**src/rtl/rv_lsu_pkg.sv**
```systemverilog
// Shared definitions for the load/store alignment unit: funct3 codes, FSM
// state encoding and the request classification / store lane helpers.
package rv_lsu_pkg;

    localparam int unsigned XLEN    = 32;
    localparam int unsigned F3_BITS = 3;
    localparam int unsigned LANES   = XLEN / 8;

    localparam logic [F3_BITS-1:0] F3_B  = 3'b000;
    localparam logic [F3_BITS-1:0] F3_H  = 3'b001;
    localparam logic [F3_BITS-1:0] F3_W  = 3'b010;
    localparam logic [F3_BITS-1:0] F3_BU = 3'b100;
    localparam logic [F3_BITS-1:0] F3_HU = 3'b101;

    typedef enum logic [1:0] {
        IDLE    = 2'd0,
        RD_WAIT = 2'd1,
        RESP    = 2'd2
    } state_t;

    // Illegal funct3 for the access direction, or address not naturally aligned.
    function automatic logic is_fault(
        input logic               we,
        input logic [F3_BITS-1:0] funct3,
        input logic [1:0]         addr_lo
    );
        logic bad_f3;
        logic misaligned;
        if (we) begin
            bad_f3 = (funct3 != F3_B) && (funct3 != F3_H) && (funct3 != F3_W);
        end else begin
            bad_f3 = !(funct3 inside {F3_B, F3_H, F3_W, F3_BU, F3_HU});
        end
        case (funct3)
            F3_H, F3_HU: misaligned = addr_lo[0];
            F3_W:        misaligned = (addr_lo != 2'b00);
            default:     misaligned = 1'b0;
        endcase
        return bad_f3 || misaligned;
    endfunction

    // Byte-lane write enables for a legal, aligned store.
    function automatic logic [LANES-1:0] store_be(
        input logic [F3_BITS-1:0] funct3,
        input logic [1:0]         addr_lo
    );
        logic [LANES-1:0] be;
        case (funct3)
            F3_B:    be = 4'b0001 << addr_lo;
            F3_H:    be = 4'b0011 << addr_lo;
            default: be = 4'b1111;
        endcase
        return be;
    endfunction

    // Replicate right-justified store data across every lane it may land on.
    function automatic logic [XLEN-1:0] store_data(
        input logic [F3_BITS-1:0] funct3,
        input logic [XLEN-1:0]    wdata
    );
        logic [XLEN-1:0] d;
        case (funct3)
            F3_B:    d = {4{wdata[7:0]}};
            F3_H:    d = {2{wdata[15:0]}};
            default: d = wdata;
        endcase
        return d;
    endfunction

endpackage

```
**src/rtl/rv_lsu_align_if.sv**
```systemverilog
// Core request/response and RAM port bundle of the alignment unit.
// slave is the unit's view; master is the core+RAM side.
interface rv_lsu_align_if
    import rv_lsu_pkg::*;
#(
    parameter int unsigned ADDR_W = 12
) ();

    logic                 req_valid_i;
    logic                 req_ready_o;
    logic                 req_we_i;
    logic [F3_BITS-1:0]   req_funct3_i;
    logic [XLEN-1:0]      req_addr_i;
    logic [XLEN-1:0]      req_wdata_i;

    logic                 rsp_valid_o;
    logic [XLEN-1:0]      rsp_rdata_o;
    logic                 rsp_fault_o;

    logic                 mem_en_o;
    logic                 mem_we_o;
    logic [LANES-1:0]     mem_be_o;
    logic [ADDR_W-1:0]    mem_idx_o;
    logic [XLEN-1:0]      mem_wdata_o;
    logic [XLEN-1:0]      mem_rdata_i;

    modport slave (
        input  req_valid_i, req_we_i, req_funct3_i, req_addr_i, req_wdata_i,
        input  mem_rdata_i,
        output req_ready_o,
        output rsp_valid_o, rsp_rdata_o, rsp_fault_o,
        output mem_en_o, mem_we_o, mem_be_o, mem_idx_o, mem_wdata_o
    );

    modport master (
        output req_valid_i, req_we_i, req_funct3_i, req_addr_i, req_wdata_i,
        output mem_rdata_i,
        input  req_ready_o,
        input  rsp_valid_o, rsp_rdata_o, rsp_fault_o,
        input  mem_en_o, mem_we_o, mem_be_o, mem_idx_o, mem_wdata_o
    );

endinterface

```
**src/rtl/rv_load_align.sv**
```systemverilog
// Selects the addressed byte/half of a RAM word and sign- or zero-extends it.
module rv_load_align
    import rv_lsu_pkg::*;
(
    input  logic [XLEN-1:0]    word,
    input  logic [F3_BITS-1:0] funct3,
    input  logic [1:0]         addr_lo,
    output logic [XLEN-1:0]    data
);

    logic [7:0]  byte_sel;
    logic [15:0] half_sel;

    // Lane select followed by width/sign extension.
    always_comb begin
        case (addr_lo)
            2'd0:    byte_sel = word[7:0];
            2'd1:    byte_sel = word[15:8];
            2'd2:    byte_sel = word[23:16];
            default: byte_sel = word[31:24];
        endcase
        half_sel = addr_lo[1] ? word[31:16] : word[15:0];
        case (funct3)
            F3_B:    data = {{24{byte_sel[7]}}, byte_sel};
            F3_BU:   data = {24'd0, byte_sel};
            F3_H:    data = {{16{half_sel[15]}}, half_sel};
            F3_HU:   data = {16'd0, half_sel};
            default: data = word;
        endcase
    end

endmodule

```
**src/rtl/rv_lsu_align.sv**
```systemverilog
// Load/store alignment unit between the core data port and a word-wide
// synchronous RAM with one cycle of read latency.
module rv_lsu_align
    import rv_lsu_pkg::*;
#(
    parameter int unsigned ADDR_W = 12
) (
    input  logic          clk,
    input  logic          rst,
    rv_lsu_align_if.slave bus
);

    state_t             state;
    logic [F3_BITS-1:0] f3_q;
    logic [1:0]         lo_q;
    logic               rsp_valid_q;
    logic               rsp_fault_q;
    logic [XLEN-1:0]    rsp_rdata_q;

    logic               accept;
    logic               req_fault;
    logic [XLEN-1:0]    load_data;
    logic               unused_addr_hi;

    assign req_fault      = is_fault(bus.req_we_i, bus.req_funct3_i, bus.req_addr_i[1:0]);
    assign accept         = (state == IDLE) && bus.req_valid_i && !rst;
    // Upper address bits fall outside the RAM and simply wrap.
    assign unused_addr_hi = ^bus.req_addr_i[XLEN-1:ADDR_W+2];

    assign bus.rsp_valid_o = rsp_valid_q;
    assign bus.rsp_fault_o = rsp_fault_q;
    assign bus.rsp_rdata_o = rsp_rdata_q;

    // RAM strobes are driven straight from the request in the accept cycle only.
    always_comb begin
        bus.req_ready_o = (state == IDLE) && !rst;
        bus.mem_en_o    = 1'b0;
        bus.mem_we_o    = 1'b0;
        bus.mem_be_o    = '0;
        bus.mem_idx_o   = '0;
        bus.mem_wdata_o = '0;
        if (accept && !req_fault) begin
            bus.mem_en_o  = 1'b1;
            bus.mem_we_o  = bus.req_we_i;
            bus.mem_idx_o = bus.req_addr_i[ADDR_W+1:2];
            if (bus.req_we_i) begin
                bus.mem_be_o    = store_be(bus.req_funct3_i, bus.req_addr_i[1:0]);
                bus.mem_wdata_o = store_data(bus.req_funct3_i, bus.req_wdata_i);
            end
        end
    end

    rv_load_align u_load_align (
        .word    (bus.mem_rdata_i),
        .funct3  (f3_q),
        .addr_lo (lo_q),
        .data    (load_data)
    );

    // Request sequencing and registered response; reset drops any pending read.
    always_ff @(posedge clk) begin
        if (rst) begin
            state       <= IDLE;
            f3_q        <= '0;
            lo_q        <= '0;
            rsp_valid_q <= 1'b0;
            rsp_fault_q <= 1'b0;
            rsp_rdata_q <= '0;
        end else begin
            rsp_valid_q <= 1'b0;
            case (state)
                IDLE: begin
                    if (accept) begin
                        if (req_fault || bus.req_we_i) begin
                            state       <= RESP;
                            rsp_valid_q <= 1'b1;
                            rsp_fault_q <= req_fault;
                            rsp_rdata_q <= '0;
                        end else begin
                            state <= RD_WAIT;
                            f3_q  <= bus.req_funct3_i;
                            lo_q  <= bus.req_addr_i[1:0];
                        end
                    end
                end
                RD_WAIT: begin
                    state       <= RESP;
                    rsp_valid_q <= 1'b1;
                    rsp_fault_q <= 1'b0;
                    rsp_rdata_q <= load_data;
                end
                RESP: begin
                    state <= IDLE;
                end
                default: begin
                    state <= IDLE;
                end
            endcase
        end
    end

endmodule

```
**src/flat_wrapper.sv**
```systemverilog
// flat-port wrapper written by rule: the top's interface ports become plain ports
module rv_lsu_align_flat import rv_lsu_pkg::*;
#(
    parameter int unsigned ADDR_W = 12
)
  (clk, rst, bus_req_valid_i, bus_req_we_i, bus_req_funct3_i, bus_req_addr_i, bus_req_wdata_i, bus_mem_rdata_i, bus_req_ready_o, bus_rsp_valid_o, bus_rsp_rdata_o, bus_rsp_fault_o, bus_mem_en_o, bus_mem_we_o, bus_mem_be_o, bus_mem_idx_o, bus_mem_wdata_o);
  rv_lsu_align_if #(.ADDR_W(ADDR_W)) bus_i ();
  input  logic clk;
  input  logic rst;
  input wire logic [$bits(bus_i.req_valid_i)-1:0] bus_req_valid_i;
  input wire logic [$bits(bus_i.req_we_i)-1:0] bus_req_we_i;
  input wire logic [$bits(bus_i.req_funct3_i)-1:0] bus_req_funct3_i;
  input wire logic [$bits(bus_i.req_addr_i)-1:0] bus_req_addr_i;
  input wire logic [$bits(bus_i.req_wdata_i)-1:0] bus_req_wdata_i;
  input wire logic [$bits(bus_i.mem_rdata_i)-1:0] bus_mem_rdata_i;
  output wire logic [$bits(bus_i.req_ready_o)-1:0] bus_req_ready_o;
  output wire logic [$bits(bus_i.rsp_valid_o)-1:0] bus_rsp_valid_o;
  output wire logic [$bits(bus_i.rsp_rdata_o)-1:0] bus_rsp_rdata_o;
  output wire logic [$bits(bus_i.rsp_fault_o)-1:0] bus_rsp_fault_o;
  output wire logic [$bits(bus_i.mem_en_o)-1:0] bus_mem_en_o;
  output wire logic [$bits(bus_i.mem_we_o)-1:0] bus_mem_we_o;
  output wire logic [$bits(bus_i.mem_be_o)-1:0] bus_mem_be_o;
  output wire logic [$bits(bus_i.mem_idx_o)-1:0] bus_mem_idx_o;
  output wire logic [$bits(bus_i.mem_wdata_o)-1:0] bus_mem_wdata_o;
  assign bus_i.req_valid_i = bus_req_valid_i;
  assign bus_i.req_we_i = bus_req_we_i;
  assign bus_i.req_funct3_i = bus_req_funct3_i;
  assign bus_i.req_addr_i = bus_req_addr_i;
  assign bus_i.req_wdata_i = bus_req_wdata_i;
  assign bus_i.mem_rdata_i = bus_mem_rdata_i;
  assign bus_req_ready_o = bus_i.req_ready_o;
  assign bus_rsp_valid_o = bus_i.rsp_valid_o;
  assign bus_rsp_rdata_o = bus_i.rsp_rdata_o;
  assign bus_rsp_fault_o = bus_i.rsp_fault_o;
  assign bus_mem_en_o = bus_i.mem_en_o;
  assign bus_mem_we_o = bus_i.mem_we_o;
  assign bus_mem_be_o = bus_i.mem_be_o;
  assign bus_mem_idx_o = bus_i.mem_idx_o;
  assign bus_mem_wdata_o = bus_i.mem_wdata_o;
  rv_lsu_align #(.ADDR_W(ADDR_W)) u_core (.clk(clk), .rst(rst), .bus(bus_i));
endmodule
```
**config.mk**
```make
export PLATFORM = sky130hd
export DESIGN_NAME = rv_lsu_align_flat
export DESIGN_NICKNAME = d
export VERILOG_FILES = /design/src/rtl/rv_lsu_pkg.sv /design/src/rtl/rv_lsu_align_if.sv /design/src/rtl/rv_load_align.sv /design/src/rtl/rv_lsu_align.sv /design/src/flat_wrapper.sv
export SDC_FILE = /design/constraint.sdc
export NUM_CORES = 1
export LEC_CHECK = 0
export CELL_PAD_IN_SITES_DETAIL_PLACEMENT = 0
export CELL_PAD_IN_SITES_GLOBAL_PLACEMENT = 2
export CORE_MARGIN = 4
export CORE_UTILIZATION = 19
export DETAILED_ROUTE_END_ITERATION = 6
export HOLD_SLACK_MARGIN = 0.02
export PLACE_DENSITY_LB_ADDON = 0.15
export SLEW_MARGIN = 20
export SYNTH_ARGS = -nofsm -noshare
export SYNTH_HDL_FRONTEND = slang
export SYNTH_SLANG_ARGS = --single-unit
```
**constraint.sdc**
```tcl
create_clock -name clk -period 6.8 [get_ports clk]
set_clock_uncertainty 0.15 [all_clocks]
set_input_delay 2.04 -clock clk [delete_from_list [all_inputs] [get_ports clk]]
set_output_delay 2.04 -clock clk [all_outputs]
set_load 0.1 [all_outputs]
```
# [Yosys cells after proc, flatten, opt, wreduce, memory -nomap -nowiden]
# Cells that the tools add are included.
[op_classes] eq_ne=14 shifts=2 muxes=26 n_bitwise=1 n_reduce_logical=22
[ops] cell="$mux W32" count=4
[ops] cell="$pmux W32 S2" count=2
[ops] cell="$pmux W32 S4" count=1
[ops] cell="$pmux W8 S3" count=1
[ops] cell="$mux W16" count=1
[ops] cell="$eq A3 B3 Y1 const B" count=4
[ops] cell="$mux W12" count=1
[ops] cell="$mux W4" count=2
[ops] cell="$pmux W4 S2" count=1
[ops] cell="$mux W1" count=7
[ops] cell="$eq A3 B1 Y1 const B" count=2
[ops] cell="$logic_and A1 B1 Y1" count=6
[ops] cell="$logic_not A3 Y1" count=2
[ops] cell="$pmux W1 S2" count=3
[ops] cell="$reduce_and A3 Y1" count=2
[ops] cell="$reduce_bool A5 Y1" count=1
[ops] cell="$eq A2 B1 Y1 const B" count=2
[ops] cell="$logic_not A2 Y1" count=2
[ops] cell="$mux W2" count=2
[ops] cell="$pmux W2 S2" count=1
[ops] cell="$reduce_bool A2 Y1" count=2
[ops] cell="$shl A1 B2 Y4 const A" count=1
[ops] cell="$shl A2 B2 Y4 const A" count=1
[ops] cell="$eq A3 B2 Y1 const B" count=1
[ops] cell="10 further kinds" count=13
[totals] regBits=41 inputBits=103 out_inout_bits=85 word_cells=71

# [Longest topological paths before layout]
# Gate-level depths: netlist of run 1.
[logic_depth] word_depth=9 depth_mapped=7 ltp_nobuf=4

# [Hierarchy]
# A second synthesis of run 1 with hierarchy kept.
[hier_totals] cells_unflattened=419 area_unflattened_um2=3161.8
[by_module_without_submodules] mod="rv_lsu_align" n_inst=1 cells_each=286 area_per_inst_um2=2192.1 seq_area_each_um2=820.8
[by_module_without_submodules] mod="rv_load_align" n_inst=1 cells_each=133 area_per_inst_um2=969.7 seq_area_each_um2=0.0

# [Least setup slack after synthesis of run 1]
# OpenSTA, ideal clock, no wires.
[synth_timing] kind="input-to-output" from="in rst" to="out bus_mem_wdata_o[24]" arrival_time_ns=6.255 t_required_ns=4.610 path_slack_ns=-1.645 stages=6 path_buffers=2 path_cell_list="buf_2 -> nor3_2 -> o211a_1 -> nand2_1 -> buf_4 -> a211oi_1"
[synth_via] elab_chain_cells=4
[synth_lines] item="from (decl)" line="flat_wrapper.sv:9" rtl="input logic rst;"
[synth_lines] item="$logic_not A1 Y1" line="rv_lsu_align.sv:26" rtl="assign accept = (state == IDLE) && bus.req_valid_i && !rst;"
[synth_lines] item="$logic_and A1 B1 Y1" line="rv_lsu_align.sv:26"
[synth_lines] item="$logic_and A1 B1 Y1" line="rv_lsu_align.sv:42" rtl="if (accept && !req_fault) begin"
[synth_lines] item="$mux W32" line="rv_lsu_align.sv:42"
[synth_lines] item="to (decl)" line="flat_wrapper.sv:24" rtl="output wire logic [$bits(bus_i.mem_wdata_o)-1:0] bus_mem_wdata_o;"
# Every way passes these cells.

# [Final worst setup path of run 1]
[layout_timing] from="in bus_req_addr_i[0]" to="out bus_mem_wdata_o[27]"
[layout_via] elab_chain_cells=6
[layout_lines] item="from (decl)" line="flat_wrapper.sv:13" rtl="input wire logic [$bits(bus_i.req_addr_i)-1:0] bus_req_addr_i;"
[layout_lines] item="$reduce_bool A2 Y1" line="rv_lsu_pkg.sv:36" rtl="F3_W: misaligned = (addr_lo != 2'b00);"
[layout_lines] item="$pmux W1 S2 (*)" line="rv_lsu_pkg.sv:34" rtl="case (funct3)"
[layout_lines] item="$logic_or A1 B1 Y1 (*)" line="rv_lsu_pkg.sv:39" rtl="return bad_f3 || misaligned;"
[layout_lines] item="$logic_not A1 Y1 (*)" line="rv_lsu_align.sv:42"
[layout_lines] item="$logic_and A1 B1 Y1 (*)" line="rv_lsu_align.sv:42"
[layout_lines] item="$mux W32 (*)" line="rv_lsu_align.sv:42"
# Every way passes the cells marked *; elsewhere a longest branch is shown, timed or not.

==> impl_metrics.ini, run 1 <==
[timing]
layout_min_cycle_time_ns = 6.370
setup_tns_ns = 0
worst_pin_slew_ns = 1.039
slew_violations = 0
max-slew-margin-rel_pct = 30.50
hold_viol_final = 0
fin_crit_sh_pct = 93.67
rsz0062_at_grt = no
holdWs_ns = 0.3132
fmax_mhz = 157.0
setup_viol = 0

[critical_path]
slowest_delay_ns = 0.60
startpoint = bus_req_addr_i[0]
cp_top_family = buffers and inverters
path_cells = clkdlybuf4s50_1, a221oi_2, o211a_1, nand2_1, buf_4, a211oi_2, buf_12
ff2ff_path_depth = 4
cp_slowest_cell = clkdlybuf4s50_1
ff2ff_setup_slack_ns = 4.30
cp.depth = 7
required_ns = 4.61
r2r_end = u_core.bus.rsp_rdata_o[20]
path_buf_inv = 3
path_max_fanout = 29
setup.worst_path.end_class = output port
cp-start-kind = primary input
worstSetupPathType = primary input to output port
cp.arrival_ns = 4.18
reg2reg_from = u_core.lo_q[1]
endpoint = bus_mem_wdata_o[27]

[logic_synthesis]
synth_cell_types = 46
ys_warn_count = 0
synth_area_leaders = dfxtp_1, mux2i_1, a221o_1
syn_avg_cell_area_um2 = 8.176
ys_ff_latch = 41
synth_top_area_share_pct = 31.37
synth_async_sr_flop_share_pct = 0
syn_nets = 423
yosysSeqAreaShare_pct = 31.37
synth.largest_area_cell = dfxtp_1
syn_inst = 320
synth_ff_type = dfxtp_1
syn_area_um2 = 2616
synth_edf_count = 0

[power_and_ir_drop]
pwr-share-clk_pct = 34.9
p_switching_mw = 0.2316
swShare_pct = 32.58
p_seq_share_pct = 35.0
p_per_area_nw_per_um2 = 136.5
intPower_mw = 0.4792
leakagePower_nw = 1.937
combPwrFrac_pct = 30.1
vdd_ir_drop_max_uv = 107.8

[clocking]
cts_hold_buf = 0
cts_setup_buffers = 0
htree_levels = 2
cts_num_sinks = 41
cts_buffers = 5
clk_pin_slew_ns = 0.06
cts_tree = built
clock_latency_ns = 0.28
root_buffer = clkbuf_16
cts_buffer_depth = 2
cts_resized = 0

[finish]
area_growth_pct = 99.09
fill_cells = 1365
antenna_cells = 0
final_area_um2 = 5209
fin_nets = 579
drive_gt1_share_pct = 24.32

[global_routing]
use_met3_pct = 6.226
met1_usage_pct = 18.10
met2_usage_pct = 24.26
grt_overflow = 0
grt_pass1_wl_mm = 18.50
grtUsageTotal_pct = 14.69
grt-busiest-layer = met2
grt_max_degree = 30
antenna_found_initial = 0
grt_pass1_vias = 3160

[placed_design]
hpwl_mm = 9.257
place.gp.congestion = 0.7251
io_buffers = 169
place_area_um2 = 5051

[die]
initial_core_util_pct = 19.60
die_w_um = 125.3
rows = 42
die-area_um2 = 15710
core-area_um2 = 13350
die_y_um = 125.3
pin_count = 188

[routing]
ant_nets = 0
detail_route.wl_per_cell_um = 18.11
drt-total-wl_mm = 11.83
dr.first_iter.drc_count = 115
dr.pass1.iters = 4
drcViolationCount = 0
vias = 3030
via_per_inst = 4.640

[min_path]
hp-class = flip-flop to flip-flop
min_from = u_core.bus.rsp_rdata_o[5]

[outcome]
outcome = complete, no violations

[flow_run]
drv_cap = 0
stage by stage:
step	setup slack [ns]	std cells	total power [mW]	utilization, %
after global placement	0.4664	645	0.4687	37.84
final	0.4302	653	0.7108	39.02
after CTS	0.4387	653	0.7192	38.99
after floorplan	-0.2024	320	0.3669	-
after global routing	0.2883	653	0.7395	39.02
after detailed placement	0.4512	645	0.4698	37.84
metal layers:
layer,vias to the layer above,part of all wire (%)
met5,-,0
met4,0,0.68
met3,5,8.8
met2,92,48
met1,1430,42
li1,1503,-
placed cells by master, fill, tap and decap left out, drive strengths merged, types with 2 or more instances in the layout:
cell type      instances
clkbuf                 6
nand2                 37
inv                    4
buf                   59
mux2i                 22
dfxtp                 41
a211oi                 8
o21a                   2
a22o                   9
o2bb2ai                7
a221o                 16
a21oi                 33
and3                   9
or3                    5
nor3                   2
nand2b                 2
clkdlybuf4s50        118
o211a                  3
clkinv                 2
nor2b                  9
o21ai                 19
nor4                   3
nor2                  24
a221oi                 2
o22ai                  7
mux2                   3
and2                  12
a31oi                  2
kinds of logic (layout without fill, tap and decap cells):
family          Yosys count  count (layout)  synth area share (%)
mux                      25              25                 9.708
simple gates            108             108                 21.23
buf+inv                  32             189                 5.595
flops                    41              41                 31.37
compound gates          114             114                 32.09
how the worst min path moves through the flow:
| stage | to | cells past startpoint |
|---|---|---|
| finish | u_core.bus.rsp_rdata_o[5] | 1 |
| global route | u_core.bus.rsp_rdata_o[2] | 1 |
| CTS | u_core.bus.rsp_rdata_o[2] | 1 |
| detailed placement | u_core.bus.rsp_rdata_o[1] | 1 |
| global placement | u_core.bus.rsp_rdata_o[3] | 1 |
| floorplan | u_core.bus.rsp_fault_o | 2 |
power by group through the flow:
stage	logic, mW	registers, mW	clock network, mW
CTS	0.216	0.249	0.254
floorplan	0.0935	0.273	0
finish	0.214	0.249	0.248
detailed placement	0.215	0.254	0
global placement	0.214	0.254	0
global route	0.227	0.250	0.263
Yosys cell counts (2+ instances only):
cell type  number
clkbuf_1       13
nor2b_1         9
a22o_1          9
and3_1          9
nand2_1        37
inv_1           4
dfxtp_1        41
a21oi_1        23
nand2b_1        2
o21a_1          2
or3_1           5
o22ai_1         7
nor2_1         23
o2bb2ai_1       7
mux2i_1        22
and2_1         12
o21ai_0        19
a21oi_2        10
buf_2          12
mux2_2          3
a31oi_1         2
a211oi_1        8
o211a_1         3
a221o_1        16
sequential cells by signal, summed over array words and instances, names as in the netlist:
register and cells:
u_core.bus.rsp_rdata_o 32, u_core.f3_q 3, u_core.lo_q 2, u_core.state 2
u_core.bus.rsp_fault_o 1, u_core.bus.rsp_valid_o 1
final cells by class:
cell class / instances / area (um^2) / share of cell area (%)
clock inverter: 2 / 13.76 / 0.2642
timing repair buffer: 177 / 2250 / 43.19
tap: 176 / 220.2 / 4.228
clock buffer: 6 / 138.9 / 2.666
inverter: 4 / 15.01 / 0.2883
multi-input combinational: 247 / 1750 / 33.61
sequential: 41 / 820.8 / 15.76
(Power assumes the default switching activity.)
==> run 2: changes to the inputs <==
Settings changed: MAX_ROUTING_LAYER set to met4.
==> run 2 against run 1 <==
First-iteration DRC count decreased by 15%. Largest power group unchanged. Sequential share of layout area unchanged. Critical path type unchanged. Largest cell class unchanged. Worst setup slack got worse by 0.0087 ns. Sequential power about the same. Global-route usage increased by 0.45 points. Total power decreased by 0.18%.
==> impl_metrics.ini, run 2 (synthesis gave the netlist of run 1 again) <==
[outcome]
outcome = complete, no violations

[routing]
ant_nets = 0
vias = 3034
maxUsedRoutingLayer = met4
drcViolationCount = 0
drt-met1-wl_mm = 5.071
via_per_inst = 4.646
dr.first_iter.drc_count = 98
detail_route.wl_per_cell_um = 18.11
drt-total-wl_mm = 11.83
route.met3.wl_mm = 1.008
met2WireLength_mm = 5.664
dr.pass1.iters = 4

[timing]
setup_viol = 0
rsz0062_at_grt = no
layout_min_cycle_time_ns = 6.379
worst_pin_slew_ns = 1.039
hold_viol_final = 0
setup_tns_ns = 0
max-slew-margin-rel_pct = 30.50
slew_violations = 0
fmax_mhz = 156.8
fin_crit_sh_pct = 93.80

[finish]
largest_reg_flops = 32
fin_nets = 579
area_growth_pct = 99.09
antenna_cells = 0
layout_commonest_cell = clkdlybuf4s50_1
final_cell_mix = clkdlybuf4s50_1, buf_12, dfxtp_1
drive_gt1_share_pct = 24.32
final_area_um2 = 5209

[placed_design]
place.gp.congestion = 0.7338
place_area_um2 = 5051
hpwl_mm = 9.257
io_buffers = 169

[global_routing]
grt_max_degree = 30
grt_pass1_vias = 3176
grt_overflow = 0
grtUsageTotal_pct = 15.14
antenna_found_initial = 0
grt_pass1_wl_mm = 18.39

[die]
pin_count = 188
die-area_um2 = 15710
core-area_um2 = 13350
die_y_um = 125.3
initial_core_util_pct = 19.60
rows = 42
die_w_um = 125.3

[flow_run]
drv_cap = 0

[clocking]
clk_pin_slew_ns = 0.06
cts_buffers = 5
cts_hold_buf = 0
cts_num_sinks = 41
cts_buffer_depth = 2
cts_setup_buffers = 0
root_buffer = clkbuf_16
clock_latency_ns = 0.28
cts_tree = built
cts_resized = 0
htree_levels = 2

[critical_path]
setup.worst_path.end_class = output port
required_ns = 4.61
cp_slowest_cell = clkdlybuf4s50_1
path_buf_inv = 3
cp.depth = 7
r2r_end = u_core.bus.rsp_rdata_o[20]
ff2ff_path_depth = 4
startpoint = bus_req_addr_i[0]
slowest_delay_ns = 0.60
cp_top_family = buffers and inverters
reg2reg_from = u_core.lo_q[1]
cp.arrival_ns = 4.19
cp-start-kind = primary input
path_cells = clkdlybuf4s50_1, a221oi_2, o211a_1, nand2_1, buf_4, a211oi_2, buf_12
ff2ff_setup_slack_ns = 4.30
path_max_fanout = 29
worstSetupPathType = primary input to output port

[power_and_ir_drop]
p_per_area_nw_per_um2 = 136.2
leakagePower_nw = 1.937
vdd_ir_drop_max_uv = 107.0

[min_path]
min_from = u_core.bus.rsp_rdata_o[5]
min_to = u_core.bus.rsp_rdata_o[5]
hp-class = flip-flop to flip-flop
holdPathStages = 1
-- run 2: how the worst max path moves through the flow --
stage | to | slack [ns]
3_3_place_gp | bus_mem_wdata_o[30] | 0.47
5_1_grt | bus_mem_wdata_o[27] | 0.28
4_1_cts | bus_mem_wdata_o[27] | 0.44
2_1_floorplan | bus_mem_wdata_o[24] | -0.20
6_report | bus_mem_wdata_o[27] | 0.42
3_5_place_dp | bus_mem_wdata_o[28] | 0.45
-- run 2: layer usage --
layer	GRT usage (%)	vias to the layer above
li1	-	1504
met1	18.31	1436
met2	24.30	89
met3	5.928	5
met4	2.679	0
met5	-	-
-- run 2: final cells by class --
cell class              count  area, um^2
clock buffers               6       138.9
clock inverters             2       13.76
fillers                  1365        8139
inverters                   4       15.01
multi-input cells         247        1750
flip-flops and latches     41       820.8
well taps                 176       220.2
repair buffers            177        2250
-- run 2: power by group --
group          internal (mW)  total, mW  switching [mW]  leakage (nW)
Combinational         0.0890      0.214           0.125          1.53
Clock                  0.146      0.246           0.100        0.0768
Sequential             0.244      0.249         0.00492         0.331
Total                  0.479      0.709           0.230          1.94
-- run 2: metrics by stage --
step	utilization [%]	total power [mW]	hold WS [ns]	cells	setup WS [ns]
finish	39.02	0.7095	0.3132	653	0.4214
CTS	38.99	0.7192	0.3175	653	0.4387
global placement	37.84	0.4687	0.2970	645	0.4664
floorplan	-	0.3669	0.3917	320	-0.2024
global route	39.02	0.7386	0.3349	653	0.2835
detailed placement	37.84	0.4698	0.3022	645	0.4512
==> run 3: changes to the inputs <==
Settings changed: CAP_MARGIN set to 30, PLACE_DENSITY set to 0.82, PLACE_DENSITY_LB_ADDON 0.15 to not set, TNS_END_PERCENT set to 100.
==> run 3 against run 2 <==
Worst setup slack improved by 0.0030 ns. Total power increased by 3.2%. Global-route usage decreased by 1.7 points. Core utilization increased by 0.11 points. Maximum frequency about the same. Non-clock buffer count unchanged. Worst hold slack improved by 0.0076 ns. Flip-flop and latch count unchanged. Design area increased by 0.29%. Routed wire length decreased by 8.9%. Clock-buffer cell count increased by 1. Critical path type unchanged. Critical endpoint is now bus_mem_wdata_o[24]. Largest power group is now the clock network.
==> impl_metrics.ini, run 3 (synthesis gave the netlist of run 1 again) <==
[finish]
multi_input_area_um2 = 1745
area_growth_pct = 99.67
antenna_cells = 0
final_area_um2 = 5224
final_cell_mix = clkdlybuf4s50_1, buf_12, dfxtp_1
final-seq-area_um2 = 820.8
fin_nets = 579
fill_cells = 1351
layout_commonest_cell = clkdlybuf4s50_1
final_cells = 653
drive_gt1_share_pct = 23.90
largest_reg_flops = 32

[routing]
drt-total-wl_mm = 10.78
detail_route.wl_per_cell_um = 16.50
ant_nets = 0
drcViolationCount = 0
dr.first_iter.drc_count = 130
vias = 3048
via_per_inst = 4.668
dr.pass1.iters = 5

[die]
pin_count = 188
die_w_um = 125.3
core-area_um2 = 13350
rows = 42
initial_core_util_pct = 19.60
die_y_um = 125.3
die-area_um2 = 15710

[timing]
fin_crit_sh_pct = 93.76
slew_violations = 0
rsz0062_at_grt = no
worst_pin_slew_ns = 0.9976
max-slew-margin-rel_pct = 33.28
fin_ws_ns = 0.4245
setup_viol = 0
hold_viol_final = 0
fmax_mhz = 156.9
setup_tns_ns = 0
layout_min_cycle_time_ns = 6.376

[critical_path]
worstSetupPathType = primary input to output port
reg2reg_from = u_core.lo_q[1]
setup.worst_path.end_class = output port
endpoint = bus_mem_wdata_o[24]
r2r_end = u_core.bus.rsp_rdata_o[16]
startpoint = bus_req_addr_i[0]
cp-start-kind = primary input
cp.arrival_ns = 4.19
ff2ff_path_depth = 4
ff2ff_setup_slack_ns = 4.42
required_ns = 4.61
path_max_fanout = 29

[power_and_ir_drop]
leakagePower_nw = 1.944
vdd_ir_drop_max_uv = 86.81
p_per_area_nw_per_um2 = 140.2

[global_routing]
grt_overflow = 0
antenna_found_initial = 0
grt_max_degree = 30
grt_pass1_vias = 3089
grt_pass1_wl_mm = 16.73
grtUsageTotal_pct = 13.42

[placed_design]
io_buffers = 169
place_area_um2 = 5051
hpwl_mm = 8.706
dp_cells = 645
place.gp.congestion = 0.7825
dp_slack_ns = 0.3813

[clocking]
htree_levels = 2
cts_num_sinks = 41
cts_resized = 0
cts_tree = built
clk_pin_slew_ns = 0.06
cts_buffer_depth = 2
cts_hold_buf = 0
cts_buffers = 5
clock_latency_ns = 0.28
cts_setup_buffers = 0
root_buffer = clkbuf_16

[min_path]
hp-class = flip-flop to flip-flop

[outcome]
outcome = complete, no violations

[flow_run]
drv_cap = 0
==> run 3: cell count changes in the layout (fill, tap and decap cells not counted), sizes merged <==
cell,delta
bufinv,+1
clkbuf,+1
clkinv,-2
==> run 3: worst max-delay path, cell delays in order <==
cell and delay, ns:
clkdlybuf4s50_1 0.59, a221oi_2 0.43, o211a_1 0.23, nand2_1 0.05
buf_4 0.27, a211oi_2 0.33, buf_12 0.22
==> run 3: how the worst min path moves through the flow <==
stage,to,depth (start not counted),startpoint
floorplan,u_core.bus.rsp_fault_o,2,u_core.state[1]
global placement,u_core.bus.rsp_rdata_o[6],1,u_core.bus.rsp_rdata_o[6]
detailed placement,u_core.bus.rsp_rdata_o[6],1,u_core.bus.rsp_rdata_o[6]
CTS,u_core.bus.rsp_rdata_o[6],1,u_core.bus.rsp_rdata_o[6]
global route,u_core.bus.rsp_rdata_o[1],1,u_core.bus.rsp_rdata_o[1]
finish,u_core.bus.rsp_rdata_o[6],1,u_core.bus.rsp_rdata_o[6]
==> run 3: area by class of cell <==
| cell class | instances | area share [%] |
|---|---|---|
| repair buffers | 177 | 43.07 |
| clock buffers | 7 | 2.731 |
| inverters | 4 | 0.2874 |
| well taps | 176 | 4.216 |
| multi-input cells | 247 | 33.41 |
| flip-flops and latches | 41 | 15.71 |
| clock inverters | 1 | 0.5749 |
==> run 3: per-stage QoR <==
stage | hold WS, ns | utilization (%) | power [mW]
6_report | 0.3209 | 39.14 | 0.7325
3_5_place_dp | 0.3083 | 37.84 | 0.4671
4_1_cts | 0.3256 | 39.14 | 0.7405
5_1_grt | 0.3288 | 39.14 | 0.7606
3_3_place_gp | 0.3030 | 37.84 | 0.4658
2_1_floorplan | 0.3917 | - | 0.3669
==> run 3: per-layer routing <==
metal / track usage (%) / wire, um
met3: 4.861 / 984
met4: 2.870 / 149
met5: - / 0
met2: 21.61 / 5069
met1: 16.19 / 4573
==> run 3: power by group <==
group          total (mW)  internal (mW)  switching (mW)
Combinational       0.211         0.0885           0.123
Sequential          0.249          0.244         0.00466
Clock               0.272          0.183          0.0891
